--- src/rtl/pci_master_req_if.sv ---
// PCI initiator bus signals between the bus-ownership controller and the
// bus/arbiter side.
//   master modport: controller side. It drives REQn, FRAMEn_out, IRDYn_out,
//                   frame_oe and irdy_oe, and samples GNTn, FRAMEn_in,
//                   IRDYn_in, TRDYn and STOPn.
//   slave modport : arbiter/bus side, with the opposite directions.
// All bus signals are active-low.
interface pci_master_req_if;
  logic REQn;
  logic GNTn;
  logic FRAMEn_in;
  logic IRDYn_in;
  logic TRDYn;
  logic STOPn;
  logic FRAMEn_out;
  logic IRDYn_out;
  logic frame_oe;
  logic irdy_oe;

  modport master (
    output REQn, FRAMEn_out, IRDYn_out, frame_oe, irdy_oe,
    input  GNTn, FRAMEn_in, IRDYn_in, TRDYn, STOPn
  );

  modport slave (
    input  REQn, FRAMEn_out, IRDYn_out, frame_oe, irdy_oe,
    output GNTn, FRAMEn_in, IRDYn_in, TRDYn, STOPn
  );
endinterface

--- src/rtl/pci_master_req.sv ---
// Per-agent PCI initiator bus-ownership controller.
// It turns a local burst request into a REQn/GNTn arbitration, waits for an
// idle bus, and then drives the FRAME#/IRDY# address and data phases. It
// counts completed data phases and ends the tenure early on latency-timer
// expiry or on a target STOP#. Any unfinished remainder is resumed by
// arbitrating again.
// Ports:
//   clk, reset  rising-edge clock and synchronous active-high reset
//   start       1-cycle request pulse, ignored while busy
//   burst_len   number of data phases, latched on start (0 means 1)
//   bus         PCI signals (master modport of pci_master_req_if)
//   data_ack    1-cycle pulse per completed data phase
//   busy        high from the cycle after start until the burst finishes
//   done        1-cycle pulse when the whole burst has completed
// Every output comes straight from a flop. The comb block computes the next
// value of the complete register set.
module pci_master_req #(
  parameter int CNT_W     = 4,
  parameter int LAT_TIMER = 12
) (
  input  logic             clk,
  input  logic             reset,
  input  logic             start,
  input  logic [CNT_W-1:0] burst_len,
  pci_master_req_if.master bus,
  output logic             data_ack,
  output logic             busy,
  output logic             done
);
  localparam int LAT_W = $clog2(LAT_TIMER + 1);

  typedef enum logic [2:0] {IDLE, REQ, ADDR, DATA, TURN} state_t;

  typedef struct packed {
    state_t           state;
    logic [CNT_W-1:0] rem;
    logic [LAT_W-1:0] lat;
    logic             reqn;
    logic             framen;
    logic             irdyn;
    logic             frame_oe;
    logic             irdy_oe;
    logic             data_ack;
    logic             busy;
    logic             done;
  } regs_t;

  regs_t            r, r_nxt;
  logic [LAT_W-1:0] lat_dec;
  logic [CNT_W-1:0] rem_dec;
  logic             xfer;

  always_ff @(posedge clk) begin
    if (reset) begin
      r.state    <= IDLE;
      r.rem      <= '0;
      r.lat      <= '0;
      r.reqn     <= 1'b1;
      r.framen   <= 1'b1;
      r.irdyn    <= 1'b1;
      r.frame_oe <= 1'b0;
      r.irdy_oe  <= 1'b0;
      r.data_ack <= 1'b0;
      r.busy     <= 1'b0;
      r.done     <= 1'b0;
    end else begin
      r <= r_nxt;
    end
  end

  always_comb begin
    r_nxt          = r;
    r_nxt.data_ack = 1'b0;
    r_nxt.done     = 1'b0;
    // The latency counter runs from the address phase and stays at zero
    // once it gets there. Expiry is judged on the post-decrement value, so
    // FRAME# is held for exactly LAT_TIMER cycles before GNTn loss can end
    // the tenure.
    lat_dec = (r.lat == '0) ? '0 : r.lat - LAT_W'(1);
    // IRDY# is only ever low in DATA, so xfer cannot fire in any other state.
    xfer    = !r.irdyn && !bus.TRDYn;
    rem_dec = xfer ? r.rem - CNT_W'(1) : r.rem;

    case (r.state)
      IDLE: if (start) begin
        r_nxt.state = REQ;
        r_nxt.rem   = (burst_len == '0) ? CNT_W'(1) : burst_len;
        r_nxt.busy  = 1'b1;
        r_nxt.reqn  = 1'b0;
      end
      REQ: if (!bus.GNTn && bus.FRAMEn_in && bus.IRDYn_in) begin
        r_nxt.state    = ADDR;
        r_nxt.framen   = 1'b0;
        r_nxt.frame_oe = 1'b1;
        r_nxt.irdy_oe  = 1'b1;
        r_nxt.lat      = LAT_W'(LAT_TIMER);
      end
      ADDR: begin
        r_nxt.state = DATA;
        r_nxt.irdyn = 1'b0;
        r_nxt.lat   = lat_dec;
        // For a single phase, the first data phase is already the last one.
        if (r.rem == CNT_W'(1)) begin
          r_nxt.framen = 1'b1;
          r_nxt.reqn   = 1'b1;
        end
      end
      DATA: begin
        r_nxt.lat      = lat_dec;
        r_nxt.rem      = rem_dec;
        r_nxt.data_ack = xfer;
        if (r.framen) begin
          // Final phase: it ends on TRDY# (with data) or on STOP#.
          if (!bus.TRDYn || !bus.STOPn) begin
            r_nxt.state    = TURN;
            r_nxt.irdyn    = 1'b1;
            r_nxt.frame_oe = 1'b0;
          end
        end else if (rem_dec == CNT_W'(1) || !bus.STOPn ||
                     (lat_dec == '0 && bus.GNTn)) begin
          r_nxt.framen = 1'b1;
          r_nxt.reqn   = 1'b1;
        end
      end
      TURN: begin
        r_nxt.irdy_oe = 1'b0;
        if (r.rem == '0) begin
          r_nxt.state = IDLE;
          r_nxt.busy  = 1'b0;
          r_nxt.done  = 1'b1;
        end else begin
          r_nxt.state = REQ;
          r_nxt.reqn  = 1'b0;
        end
      end
      default: r_nxt.state = IDLE;
    endcase
  end

  assign bus.REQn       = r.reqn;
  assign bus.FRAMEn_out = r.framen;
  assign bus.IRDYn_out  = r.irdyn;
  assign bus.frame_oe   = r.frame_oe;
  assign bus.irdy_oe    = r.irdy_oe;
  assign data_ack       = r.data_ack;
  assign busy           = r.busy;
  assign done           = r.done;
endmodule
--- src/flat_wrapper.sv ---
// flat-port wrapper written by rule: the top's interface ports become plain ports
module pci_master_req_flat 
#(
  parameter int CNT_W     = 4,
  parameter int LAT_TIMER = 12
)
  (clk, reset, start, burst_len, data_ack, busy, done, bus_REQn, bus_FRAMEn_out, bus_IRDYn_out, bus_frame_oe, bus_irdy_oe, bus_GNTn, bus_FRAMEn_in, bus_IRDYn_in, bus_TRDYn, bus_STOPn);
  pci_master_req_if bus_i ();
  input  logic clk;
  input  logic reset;
  input  logic start;
  input  logic [CNT_W-1:0] burst_len;
  output logic data_ack;
  output logic busy;
  output logic done;
  output wire logic [$bits(bus_i.REQn)-1:0] bus_REQn;
  output wire logic [$bits(bus_i.FRAMEn_out)-1:0] bus_FRAMEn_out;
  output wire logic [$bits(bus_i.IRDYn_out)-1:0] bus_IRDYn_out;
  output wire logic [$bits(bus_i.frame_oe)-1:0] bus_frame_oe;
  output wire logic [$bits(bus_i.irdy_oe)-1:0] bus_irdy_oe;
  input wire logic [$bits(bus_i.GNTn)-1:0] bus_GNTn;
  input wire logic [$bits(bus_i.FRAMEn_in)-1:0] bus_FRAMEn_in;
  input wire logic [$bits(bus_i.IRDYn_in)-1:0] bus_IRDYn_in;
  input wire logic [$bits(bus_i.TRDYn)-1:0] bus_TRDYn;
  input wire logic [$bits(bus_i.STOPn)-1:0] bus_STOPn;
  assign bus_REQn = bus_i.REQn;
  assign bus_FRAMEn_out = bus_i.FRAMEn_out;
  assign bus_IRDYn_out = bus_i.IRDYn_out;
  assign bus_frame_oe = bus_i.frame_oe;
  assign bus_irdy_oe = bus_i.irdy_oe;
  assign bus_i.GNTn = bus_GNTn;
  assign bus_i.FRAMEn_in = bus_FRAMEn_in;
  assign bus_i.IRDYn_in = bus_IRDYn_in;
  assign bus_i.TRDYn = bus_TRDYn;
  assign bus_i.STOPn = bus_STOPn;
  pci_master_req #(.CNT_W(CNT_W), .LAT_TIMER(LAT_TIMER)) u_core (.clk(clk), .reset(reset), .start(start), .burst_len(burst_len), .bus(bus_i), .data_ack(data_ack), .busy(busy), .done(done));
endmodule
--- config.mk ---
export PLATFORM = sky130hd
export DESIGN_NAME = pci_master_req_flat
export DESIGN_NICKNAME = d
export VERILOG_FILES = /design/src/rtl/pci_master_req_if.sv /design/src/rtl/pci_master_req.sv /design/src/flat_wrapper.sv
export SDC_FILE = /design/constraint.sdc
export NUM_CORES = 1
export LEC_CHECK = 0
export CAP_MARGIN = 20
export CORE_MARGIN = 2
export CORE_UTILIZATION = 50
export CTS_BUF_LIST = sky130_fd_sc_hd__clkbuf_8
export DETAILED_ROUTE_END_ITERATION = 7
export GPL_ROUTABILITY_DRIVEN = 0
export PLACE_DENSITY = 0.78
export SLEW_MARGIN = 30
export SYNTH_ARGS = -nofsm -noshare
export SYNTH_HDL_FRONTEND = slang
export SYNTH_SLANG_ARGS = --single-unit
--- constraint.sdc ---
create_clock -name clk -period 2.2 [get_ports clk]
set_clock_uncertainty 0.1 [all_clocks]
set_input_delay 0.44 -clock clk [delete_from_list [all_inputs] [get_ports clk]]
set_output_delay 0.44 -clock clk [all_outputs]
set_load 0.1 [all_outputs]
After elaboration in Yosys (flattened, before gate mapping)
Index checks and enable logic that the tools add are counted.
Widths: inputs -> output; s select.

word-level totals
  register bits after elaboration = 19
  memory bits (read-only) = 0
  output and inout port bits = 8
  latch bits = 0
  input bits = 12
  memory bits (writable) = 0
  memories kept = 0
  word-level logic and storage cells = 95

operators by class
  div/mod/pow operators = 0
  $lt $le $gt $ge = 0
  muxes and demuxes = 29
  $mul = 0
  bitwise operators = 2
  reductions and logical operators = 36
  $add $sub $neg = 2
  eq/ne operators = 15
  shift-type cells = 0

operators with widths
  cell                 count
  $logic_not 4->1      4
  $mux 4               4
  $pmux 4 s2           2
  $pmux 3 s5           1
  $mux 2               7
  $ne 2x1->1 const B   6
  $reduce_bool 2->1    6
  $mux 3               3
  $reduce_and 3->1     3
  $eq 4x1->1 const B   2
  $pmux 1 s2           4
  $reduce_and 4->1     2
  $sub 4x1->4 const B  2
  $mux 7               1
  $eq 3x2->1 const B   2
  $ne 2x2->1 const B   3
  $reduce_and 2->1     3
  $reduce_and 6->1     1
  $reduce_or 2->1      3
  $mux 1               5
  $logic_and 1x1->1    4
  $logic_not 1->1      4
  $pmux 1 s4           1
  $reduce_bool 4->1    1
  7 further kinds      10

Longest topological paths before layout
  depth after elaboration = 9
  mapped depth = 6
  mapped depth without buffers = 6

Worst setup path after synthesis
No wires, ideal clock.

  path kind = register to register
  from = register u_core.r (netlist bit u_core.bus.IRDYn_out)
  to = register u_core.r (netlist bit u_core.bus.REQn)
  library setup time = 0.084 ns
  path buffers = 0
  setup slack = 0.144 ns
  period minus slack after synthesis = 2.056 ns
  data arrival time = 1.872 ns
  required time = 2.016 ns
  cell stages (with the launch flop) = 5
  cells stage by stage = dfxtp_1 -> nor2_1 -> o31ai_1 -> a41oi_2 -> o31ai_2

between the ends
  cells in the longest elaborated chain, start to end = 8

ends and longest elaborated chain
  element                        line                   RTL
  start, declared                pci_master_req.sv:48   regs_t r, r_nxt;
  start signal, assigned         pci_master_req.sv:67   r <= r_nxt;
  $logic_not 1->1                pci_master_req.sv:81   xfer = !r.irdyn && !bus.TRDYn;
  $logic_and 1x1->1              pci_master_req.sv:81
  $mux 4                         pci_master_req.sv:82   rem_dec = xfer ? r.rem - CNT_W'(1) : r.rem;
  $eq 4x1->1                     pci_master_req.sv:119  end else if (rem_dec == CNT_W'(1) || !bus.STOPn ||
  $logic_or 1x1->1 (2 in a row)  pci_master_req.sv:119
  $ne 2x1->1 (no line)           --
  $reduce_and 6->1 (no line)     --

No other way between the ends.
A chain may end at the register's enable or synchronous reset.

Worst setup path after layout
  from = register u_core.r[12] (netlist name)
  to = register u_core.r (netlist bit u_core.bus.REQn)

between the ends
  cells in the longest elaborated chain, start to end = 7
  elaborated cells between the ends (all ways) = 11
  those cells by class = add/sub: 1; eq/ne: 5; mux: 1; reduce/logical: 4

ends and longest elaborated chain
  element                         line
  $sub 4x1->4                     pci_master_req.sv:82
  $mux 4                          pci_master_req.sv:82
  $eq 4x1->1                      pci_master_req.sv:119
  $logic_or 1x1->1 (2 in a row)   pci_master_req.sv:119
  $ne 2x1->1 (no line)            --
  $reduce_and 6->1 (no line) (*)  --

Every way passes the cells marked *; elsewhere a longest branch is shown, timed or not.

==> results.yml <==
global_routing:
  grt_pass1_wl_um: 3753
  gr-total-overflow: 0
  grt_max_degree: 17
  track_usage_pct: 19.62
  antenna_found_initial: 0
  grt_pass1_vias: 863
clock_tree:
  htree_levels: 1
  path_clk_slew_ns: 0.07
  cts_hold_buf: 0
  cts_tree: "built"
  cts_sinks: 19
  cts-resized-gates: 0
  postCtsSetupRepairBufs: 0
  cts_buffers: 3
  clk-insertion-delay-late_ns: 0.25
  clockRootBuffer: "clkbuf_8"
  clockBufferDepth: 2
setup_path:
  critical-path-max-stage-delay_ns: 0.43
  worstSetupEndpointType: "flop"
  critical_path_required_ns: 2.27
  cp_top_family: "compound AO/OA/AOI/OAI gates"
  critPathBufInv: 1
  slowest_stage: "or4b_1"
  worstSetupStartpointType: "flop"
  crit_arrival_ns: 2.00
  path_cells: "inv_1 > ha_1 > or4b_1 > o31ai_1 > a41oi_2 > o31ai_2"
  cp_max_fo: 5
  worstSetupPathType: "flop to flop"
timing:
  tns_ns: 0
  rsz0062_at_grt: "false"
  fin_crit_ns: 1.927
  relSlewSlack_pct: 54.70
  setup_viol: 0
  finalCritPeriodShare_pct: 87.58
  hold_viol_final: 0
  max_freq_mhz: 519.0
  tightest_slew_ns: 0.6735
  timing_max_transition_violations_final: 0
yosys:
  synth_area_per_cell_um2: 8.515
  synthArstFlopShare_pct: 0
  ys_seq_area_share_pct: 37.86
  synthCells: 118
  yosys-top-cells-count: "dfxtp_1, nor2_1, a21oi_1"
  yosysUniqueCellTypes: 45
  synth_ff_type: "dfxtp_1"
  synth-seq-cells: 19
  syn_area_um2: 1005
  synthTopCellsByArea: "dfxtp_1, a21oi_1, nor2_1"
  synth_edf_count: 0
  ys_warn_count: 0
  yosysTopAreaCellShare_pct: 37.86
  syn_nets: 132
  yosysTopAreaCell: "dfxtp_1"
  yosysMostFrequentCell: "dfxtp_1"
routing:
  vias: 957
  wl_um: 2248
  ant_nets: 0
  drt_iter0_markers: 24
  wl_per_cell_um: 13.62
  drc: 0
  via_per_inst: 5.800
  drtPass1Iterations: 4
finish:
  antennaDiodeCount: 0
  area_growth_pct: 24.28
  drive_gt1_share_pct: 13.77
  fillers: 167
  final_core_util_pct: 64.97
  multi_input_area_um2: 596.8
  regArea_um2: 380.4
  nets: 153
power:
  leakage_nw: 0.4775
  ir_drop_mv: 0.3347
  cellPowerDensity_nw_per_um2: 640.6
floorplanning:
  row_count: 16
  die_h_um: 48.83
  boundaryPins: 20
  dieArea_um2: 2384
  start_util_pct: 52.28
  fp.dieW_um: 48.83
  core_area_um2: 1922
place:
  hpwl_um: 1712
  io_buffers: 19
run_status:
  status: "complete, no violations"
worst_hold_path:
  hold_path.class: "flop to flop"
flow_run:
  drv_cap: 0
[sequential cells by signal, summed over array words and instances, names as in the netlist]
signal                 cells
u_core.r                  11
u_core.bus.FRAMEn_out      1
u_core.bus.IRDYn_out       1
u_core.bus.REQn            1
u_core.bus.frame_oe        1
u_core.bus.irdy_oe         1
u_core.busy                1
u_core.data_ack            1
u_core.done                1
[cells by family after synthesis]
group | after synthesis | synth area share [%]
fa+ha+maj | 2 | 2.490
buf+inv | 7 | 2.739
compound gates | 42 | 28.77
flops | 19 | 37.86
xor+xnor | 1 | 0.8719
simple gates | 47 | 27.27
[worst min-delay path: stages, from the launching register on]
cell	delay, ns
dfxtp_1	0.31
nand2_1	0.05
a21oi_1	0.05
[area by class of cell]
type,count,area share [%]
clock buffer,3,3.307
clock inverter,1,0.3006
inverter,2,0.6012
multi-input combinational,92,47.80
sequential,19,30.46
tap,27,2.705
timing repair buffer,21,14.83
[placed cells by master (no fill, tap or decap), types with 2 or more instances in the layout]
cell | Yosys | routed
nand2b_1 | 2 | 2
o31ai_1 | 2 | 2
a21o_1 | 2 | 2
nand3b_1 | 3 | 3
ha_1 | 2 | 2
nand2_1 | 6 | 6
nor3b_1 | 4 | 4
a21oi_1 | 12 | 12
a21boi_0 | 2 | 2
o21bai_1 | 2 | 2
clkbuf_8 | 0 | 3
inv_1 | 2 | 3
buf_4 | 0 | 10
clkdlybuf4s50_1 | 0 | 11
nor2_1 | 14 | 14
o21ai_0 | 8 | 8
nor3_1 | 5 | 5
a2bb2oi_1 | 2 | 2
dfxtp_1 | 19 | 19
[path summary, 6_finish.rpt]
| check | startpoint | endpoint | slack (ns) | cells after the start |
|---|---|---|---|---|
| worst max-delay path | u_core.r[12] | u_core.bus.REQn | 0.27 | 6 |
| worst min-delay path | u_core.bus.frame_oe | u_core.bus.frame_oe | 0.36 | 2 |
| worst max register to register | u_core.r[12] | u_core.bus.REQn | 0.27 | 6 |
| worst min register to register | u_core.bus.frame_oe | u_core.bus.frame_oe | 0.36 | 2 |
[report_power, final]
part           internal, mW  switching, mW  total, mW
sequential            0.361         0.0237      0.385
clock                 0.124          0.110      0.234
combinational        0.0723          0.109      0.181
[per-stage QoR]
step / setup WS, ns / cells / hold WS [ns] / power, mW / cell area [um2]
final: 0.2733 / 165 / 0.3607 / 0.7999 / 1249
after floorplan: 0.1437 / 118 / 0.3739 / 0.5155 / 1005
after global routing: 0.1794 / 165 / 0.3808 / 0.8350 / 1249
after CTS: 0.2846 / 165 / 0.3659 / 0.8032 / 1249
after global placement: 0.1745 / 161 / 0.3431 / 0.5690 / 1204
after detailed placement: 0.1224 / 161 / 0.3563 / 0.5725 / 1204
[layer usage]
layer / GRT usage, % / vias to the layer above / routed length [um]
met4: 5.714 / 0 / 10
met1: 26.32 / 454 / 1116
li1: - / 479 / -
met5: 0 / - / 0
met3: 3.681 / 2 / 95
met2: 32.19 / 22 / 1024
No activity file was read; power rests on OpenSTA's default activity.
